===== src/rtl/cnn_ctrl_pkg.sv =====
// Shared types and constants for the binary-CNN sequencer.
// Memory strobes are active-low; STB_ON/STB_OFF name the two levels.
package cnn_ctrl_pkg;

  typedef enum logic [2:0] {
    S_IDLE,
    S_LD_K,
    S_LD_W,
    S_READY,
    S_CLS,
    S_DRAIN
  } state_t;

  localparam logic STB_ON  = 1'b0;
  localparam logic STB_OFF = 1'b1;

  localparam int NWIN_MAX = 4;

  typedef logic [$clog2(NWIN_MAX)-1:0] win_cnt_t;

endpackage


===== src/rtl/mem_rd_seq.sv =====
// Dual-port memory read sequencer: streams address pairs on start,
// then raises a load strobe with the pair index one cycle later.
import cnn_ctrl_pkg::*;

module mem_rd_seq #(
  parameter int ADDR_W = 5,
  parameter int NUM    = 2,
  parameter int BASE   = 0
) (
  input  logic              clk,
  input  logic              rst,
  input  logic              start,
  output logic [ADDR_W-1:0] add1,
  output logic [ADDR_W-1:0] add2,
  output logic              csb1,
  output logic              csb2,
  output logic              oeb1,
  output logic              oeb2,
  output logic              load,
  output logic [2:0]        idx,
  output logic              done
);

  localparam int PAIRS = NUM / 2;
  localparam int CW    = (PAIRS > 1) ? $clog2(PAIRS) : 1;

  logic          rd;
  logic          stb;
  logic [CW-1:0] cnt;
  logic          last;

  assign last = rd && (cnt == CW'(PAIRS - 1));
  assign done = last;

  assign csb1 = stb;
  assign csb2 = stb;
  assign oeb1 = stb;
  assign oeb2 = stb;

  always_ff @(posedge clk or negedge rst) begin
    if (!rst) begin
      rd   <= 1'b0;
      cnt  <= '0;
      stb  <= STB_OFF;
      add1 <= '0;
      add2 <= '0;
      load <= 1'b0;
      idx  <= '0;
    end else begin
      // read data lands one cycle after its address
      load <= rd;
      idx  <= rd ? 3'(cnt) : 3'd0;
      if (rd) begin
        if (last) begin
          rd   <= 1'b0;
          cnt  <= '0;
          stb  <= STB_OFF;
          add1 <= '0;
          add2 <= '0;
        end else begin
          cnt  <= cnt + 1'b1;
          add1 <= add1 + ADDR_W'(2);
          add2 <= add2 + ADDR_W'(2);
        end
      end else if (start) begin
        rd   <= 1'b1;
        cnt  <= '0;
        stb  <= STB_ON;
        add1 <= ADDR_W'(BASE);
        add2 <= ADDR_W'(BASE + 1);
      end
    end
  end

endmodule


===== src/rtl/cnn_seq_ctrl.sv =====
// Sequencer for the binary-CNN datapath: kernel/weight load from
// KMEM/WMEM, then window pacing into the MAC and result flagging.
import cnn_ctrl_pkg::*;

module cnn_seq_ctrl #(
  parameter int ADDR_W = 5,
  parameter int NUM_K  = 2,
  parameter int NUM_W  = 4,
  parameter int K_BASE = 0,
  parameter int W_BASE = 0,
  parameter int NWIN   = 4,
  parameter int DRAIN  = 2
) (
  input  logic              clk,
  input  logic              rst,
  input  logic              learn,
  input  logic              classify,
  output logic [ADDR_W-1:0] kmem_add1,
  output logic [ADDR_W-1:0] kmem_add2,
  output logic              kmem_csb1,
  output logic              kmem_csb2,
  output logic              kmem_oeb1,
  output logic              kmem_oeb2,
  output logic              kmem_web1,
  output logic              kmem_web2,
  output logic [ADDR_W-1:0] wmem_add1,
  output logic [ADDR_W-1:0] wmem_add2,
  output logic              wmem_csb1,
  output logic              wmem_csb2,
  output logic              wmem_oeb1,
  output logic              wmem_oeb2,
  output logic              wmem_web1,
  output logic              wmem_web2,
  output logic              k_load,
  output logic              w_load,
  output logic [2:0]        load_idx,
  input  logic              win_valid,
  output logic              win_ready,
  output logic [1:0]        win_idx,
  output logic              mac_en,
  output logic              mac_clr,
  output logic              res_valid,
  output logic              loaded,
  output logic              busy,
  output logic              cls_err
);

  localparam int DW = (DRAIN > 1) ? $clog2(DRAIN) : 1;

  state_t        state;
  state_t        nxt;
  logic          k_start;
  logic          w_start;
  logic          k_done;
  logic          w_done;
  logic [2:0]    k_idx;
  logic [2:0]    w_idx;
  win_cnt_t      beat_cnt;
  logic [DW-1:0] drn_cnt;
  logic          beat;
  logic          last_beat;
  logic          drn_last;

  logic          win_ready_nx;
  logic [1:0]    win_idx_nx;
  logic          mac_en_nx;
  logic          mac_clr_nx;
  logic          res_valid_nx;
  logic          loaded_nx;
  logic          busy_nx;
  logic          cls_err_nx;

  assign kmem_web1 = STB_OFF;
  assign kmem_web2 = STB_OFF;
  assign wmem_web1 = STB_OFF;
  assign wmem_web2 = STB_OFF;

  // k_load and w_load never coincide; idle sequencers drive idx=0
  assign load_idx = k_idx | w_idx;

  mem_rd_seq #(
    .ADDR_W (ADDR_W),
    .NUM    (NUM_K),
    .BASE   (K_BASE)
  ) u_kseq (
    .clk   (clk),
    .rst   (rst),
    .start (k_start),
    .add1  (kmem_add1),
    .add2  (kmem_add2),
    .csb1  (kmem_csb1),
    .csb2  (kmem_csb2),
    .oeb1  (kmem_oeb1),
    .oeb2  (kmem_oeb2),
    .load  (k_load),
    .idx   (k_idx),
    .done  (k_done)
  );

  mem_rd_seq #(
    .ADDR_W (ADDR_W),
    .NUM    (NUM_W),
    .BASE   (W_BASE)
  ) u_wseq (
    .clk   (clk),
    .rst   (rst),
    .start (w_start),
    .add1  (wmem_add1),
    .add2  (wmem_add2),
    .csb1  (wmem_csb1),
    .csb2  (wmem_csb2),
    .oeb1  (wmem_oeb1),
    .oeb2  (wmem_oeb2),
    .load  (w_load),
    .idx   (w_idx),
    .done  (w_done)
  );

  assign beat      = (state == S_CLS) && win_valid && win_ready;
  assign last_beat = beat && (beat_cnt == win_cnt_t'(NWIN - 1));
  assign drn_last  = (state == S_DRAIN) && (drn_cnt == DW'(DRAIN - 1));

  always_ff @(posedge clk or negedge rst) begin
    if (!rst) state <= S_IDLE;
    else      state <= nxt;
  end

  always_comb begin
    nxt     = state;
    k_start = 1'b0;
    w_start = 1'b0;
    unique case (state)
      S_IDLE: begin
        if (learn) begin
          nxt     = S_LD_K;
          k_start = 1'b1;
        end
      end
      S_LD_K: begin
        // weight reads overlap the final kernel load strobe
        if (k_done) begin
          nxt     = S_LD_W;
          w_start = 1'b1;
        end
      end
      S_LD_W: begin
        if (w_done) nxt = S_READY;
      end
      S_READY: begin
        if (learn) begin
          nxt     = S_LD_K;
          k_start = 1'b1;
        end else if (classify) begin
          nxt = S_CLS;
        end
      end
      S_CLS: begin
        if (last_beat) nxt = S_DRAIN;
      end
      S_DRAIN: begin
        if (drn_last) nxt = classify ? S_CLS : S_READY;
      end
      default: nxt = S_IDLE;
    endcase
  end

  always_comb begin
    win_ready_nx = (nxt == S_CLS);
    mac_en_nx    = beat;
    mac_clr_nx   = beat && (beat_cnt == '0);
    win_idx_nx   = beat ? 2'(beat_cnt) : 2'd0;
    res_valid_nx = drn_last;
    cls_err_nx   = (state == S_IDLE) && classify && !learn;
    busy_nx      = !((nxt == S_IDLE) || (nxt == S_READY));
    loaded_nx    = loaded;
    if ((state == S_LD_W) && w_done) loaded_nx = 1'b1;
    if (k_start)                     loaded_nx = 1'b0;
  end

  always_ff @(posedge clk or negedge rst) begin
    if (!rst) begin
      win_ready <= 1'b0;
      win_idx   <= '0;
      mac_en    <= 1'b0;
      mac_clr   <= 1'b0;
      res_valid <= 1'b0;
      loaded    <= 1'b0;
      busy      <= 1'b0;
      cls_err   <= 1'b0;
    end else begin
      win_ready <= win_ready_nx;
      win_idx   <= win_idx_nx;
      mac_en    <= mac_en_nx;
      mac_clr   <= mac_clr_nx;
      res_valid <= res_valid_nx;
      loaded    <= loaded_nx;
      busy      <= busy_nx;
      cls_err   <= cls_err_nx;
    end
  end

  always_ff @(posedge clk or negedge rst) begin
    if (!rst) begin
      beat_cnt <= '0;
      drn_cnt  <= '0;
    end else begin
      if (state != S_CLS)  beat_cnt <= '0;
      else if (last_beat)  beat_cnt <= '0;
      else if (beat)       beat_cnt <= beat_cnt + 1'b1;
      if (state != S_DRAIN) drn_cnt <= '0;
      else if (drn_last)    drn_cnt <= '0;
      else                  drn_cnt <= drn_cnt + 1'b1;
    end
  end

endmodule


===== config.mk =====
export PLATFORM = sky130hd
export DESIGN_NAME = cnn_seq_ctrl
export DESIGN_NICKNAME = d
export VERILOG_FILES = /design/src/rtl/cnn_ctrl_pkg.sv /design/src/rtl/mem_rd_seq.sv /design/src/rtl/cnn_seq_ctrl.sv
export SDC_FILE = /design/constraint.sdc
export NUM_CORES = 1
export LEC_CHECK = 0
export BUFFER_PORTS_ARGS = -buffer_cell sky130_fd_sc_hd__buf_2
export CAP_MARGIN = 15
export CORE_MARGIN = 4
export CORE_UTILIZATION = 30
export CTS_CLUSTER_SIZE = 30
export DETAILED_ROUTE_END_ITERATION = 8
export HOLD_SLACK_MARGIN = 0.02
export PLACE_DENSITY = 0.48
export SLEW_MARGIN = 10
export SYNTH_ARGS = -nofsm -noshare
export SYNTH_HDL_FRONTEND = slang
export SYNTH_SLANG_ARGS = --single-unit

===== constraint.sdc =====
create_clock -name clk -period 2 [get_ports clk]
set_input_delay 0.4 -clock clk [delete_from_list [all_inputs] [get_ports clk]]
set_output_delay 0.4 -clock clk [all_outputs]
set_load 0.02 [all_outputs]

==> flow_metrics.env <==
export IMPL_status="complete, no violations"
export IMPL_seq_power_share_pct=45.7
export IMPL_die_h_um=88.2
export IMPL_cts_root_buffer="clkbuf_8"
export IMPL_port_buffer_count=42
export IMPL_power_mw=2.75
export IMPL_clock_skew_ns=0.00849
export IMPL_min_period_over_period_pct=87.2
export IMPL_multi_input_area_um2=709
export IMPL_cts_hold_buf=0
export IMPL_start_util_pct=31.7
export IMPL_area_growth_pct=15.2
export IMPL_synth_seq_area_share_pct=55.8
export IMPL_yosys_cell_types_count=37
export IMPL_cp_cell_sequence="or3b_1 -> o22ai_2 -> a2111o_1 -> xor2_1 -> nand2b_1"
export IMPL_final_common_cell="buf_2"
export IMPL_setup_tns_ns=0
export IMPL_numPlacedInstances=294
export IMPL_cts_resized_gates=0
export IMPL_layout_drive_gt1_share_pct=25.1
export IMPL_fmax_mhz=573
export IMPL_drc=0
export IMPL_antenna_found_initial=0
export IMPL_swShare_pct=39.9
export IMPL_dp_hpwl_mm=2.83
export IMPL_cts_buffers=5
export IMPL_insertion_delay_ns=0.29
export IMPL_path_class="reg2reg"
export IMPL_p_comb_share_pct=35.2
export IMPL_syn_area_um2=1930
export IMPL_place_gp_congestion=0.708
export IMPL_n_antenna_cell=0
export IMPL_drt_iter0_markers=30
export IMPL_postSynthAreaPerCell_um2=10.4
export IMPL_clk_pin_slew_worst_paths_ns=0.08
export IMPL_htreeDepth=2
export IMPL_worstPathRequired_ns=2.17
export IMPL_clock_sinks=43
export IMPL_finalNetCount=237
export IMPL_ios=51
export IMPL_postSynthCellCount=186
export IMPL_gr_usage_all_layers_pct=10.9
export IMPL_max_cap_violations=0
export IMPL_cp_arrival_ns=1.91
export IMPL_cts_buffer_depth=2
export IMPL_p_int_mw=1.66
export IMPL_wirelength_mm=3.84
export IMPL_slew_violations=0
export IMPL_overflow=0
export IMPL_grt_pass1_wl_mm=6.38
export IMPL_hold_path_class="in2async"
export IMPL_via_count=1387
export IMPL_cp_num_buf_inv=0
export IMPL_clock_power_share_pct=19.2
export IMPL_cts_tree="done"
export IMPL_critPathMaxStageDelay_ns=0.53
export IMPL_worst_setup_path_start_kind="flop"
export IMPL_final_cell_mix="buf_2, dfrtp_1, nand2_1, o21ai_0, nor2_1"
export IMPL_switching_power_mw=1.10
export IMPL_cts_setup_buffers=0
export IMPL_yosysWarnings=0
export IMPL_ys_ff_latch=43
export IMPL_worst_slew_pin_slew_ns=0.771
export IMPL_dr_pass1_iters=4
export IMPL_final_cells=302
export IMPL_die_area_um2=7790
export IMPL_wl_per_cell_um=12.7
export IMPL_period_minus_slack_ns=1.74
export IMPL_viasPerCell=4.59
export IMPL_regArea_um2=1080
export IMPL_p_per_area_nw_per_um2=1240
export IMPL_slew_headroom_pct=48.3
export IMPL_nFillCells=662
export IMPL_die_width_um=88.2
export IMPL_setup_violations=0
export IMPL_end_kind="flop"
export IMPL_cp_max_fo=12
export IMPL_holdWs_ns=0.119
export IMPL_ant_nets=0
export IMPL_crit_family="flip-flops"
export IMPL_core_area_um2=6100
export IMPL_p_leak_nw=1.17
export IMPL_grt_max_degree=30
export IMPL_grt_pass1_vias=1313
export IMPL_ir_drop_uv=416
export IMPL_rsz0062_at_grt="false"
export IMPL_rows=28
export IMPL_finalHoldViolCount=0
export IMPL_cpMaxStageDelayCell="dfrtp_1"
==> metal layers <==
metal	vias up	global-route usage [%]	wire length [µm]
li1	680	-	-
met1	655	14.5	1780
met3	6	3.35	270
met2	46	16.2	1710
met4	0	4.95	75
met5	-	0	0
==> power by group through the flow <==
stage | clock [mW] | combinational (mW) | sequential [mW]
finish | 0.528 | 0.969 | 1.26
global route | 0.604 | 1.08 | 1.30
CTS | 0.556 | 0.988 | 1.26
detailed placement | 0 | 0.984 | 1.28
global placement | 0 | 0.971 | 1.28
floorplan | 0 | 0.649 | 1.37
==> final timing paths <==
path	start	endpoint	slack [ns]	cells past startpoint
setup / recovery	state[0]$_DFF_PN0_	busy$_DFF_PN0_	0.26	5
hold / removal	rst	u_kseq.add2[0]$_DFFE_PN0P_	0.12	1
setup reg to reg	state[0]$_DFF_PN0_	busy$_DFF_PN0_	0.26	5
hold reg to reg	drn_cnt$_DFF_PN0_	drn_cnt$_DFF_PN0_	0.49	1
max in group asynchronous	rst	u_wseq.rd$_DFF_PN0_	1.29	2
min in group clk	win_valid	beat_cnt[1]$_DFFE_PN0P_	0.38	3
==> cell type report <==
type	count	share of cell area, %
Inverter	10	1.69
Timing Repair Buffer	44	10.1
Sequential cell	43	48.5
Tap cell	75	4.22
Multi-Input combinational cell	122	31.9
Clock buffer	8	3.60
==> flip-flops by register name, summed over array words and instances (netlist names), 2 cells and up <==
| signal | flops |
|---|---|
| beat_cnt | 2 |
| u_kseq.add1 | 4 |
| win_idx | 2 |
| u_wseq.add2 | 5 |
| u_wseq.add1 | 4 |
| u_kseq.add2 | 5 |
| state | 3 |
==> per-stage QoR <==
stage          worst slack, ns  cell area [µm²]  util (%)
2_1_floorplan            0.428             1950         -
3_3_place_gp             0.286             2140      35.2
3_5_place_dp             0.268             2140      35.2
4_1_cts                  0.252             2220      36.5
5_1_grt                 0.0557             2220      36.5
6_report                 0.256             2220      36.5
==> logic make-up after synthesis <==
family,after synthesis,synth area share (%)
compound gates,39,12.4
xor+xnor,6,2.72
fa+ha+maj,6,3.89
buf+inv,27,8.61
flops,43,55.8
mux,1,0.518
other cells,2,0.389
simple gates,62,15.6
==> synthesized netlist by cell type <==
cell	instances	area share, %
a21oi_1	4	1.0
a2111o_1	1	0.58
buf_2	1	0.26
dfstp_2	2	2.7
and2_1	2	0.65
nand2b_1	4	1.3
or2_2	1	0.32
o31ai_1	1	0.39
nand3_1	8	2.1
xnor2_1	1	0.45
and2_2	1	0.39
nor2b_1	1	0.32
and3b_1	1	0.45
nor2_2	1	0.32
and3_1	1	0.32
a211o_1	1	0.45
buf_4	15	5.8
a22o_1	4	1.8
nor3b_2	1	0.65
nor3_1	2	0.52
nand2_1	20	3.9
a31oi_1	4	1.3
xor2_1	5	2.3
mux2i_1	1	0.52
nor2_1	16	3.1
dfrtp_1	41	53
or3b_2	1	0.45
o21a_1	1	0.39
or3b_1	1	0.45
or2b_1	1	0.39
conb_1	2	0.39
inv_1	10	1.9
ha_1	6	3.9
buf_6	1	0.58
o21ai_0	20	5.2
o22ai_2	1	0.65
o22ai_1	2	0.65
(Power assumes the default switching activity.)
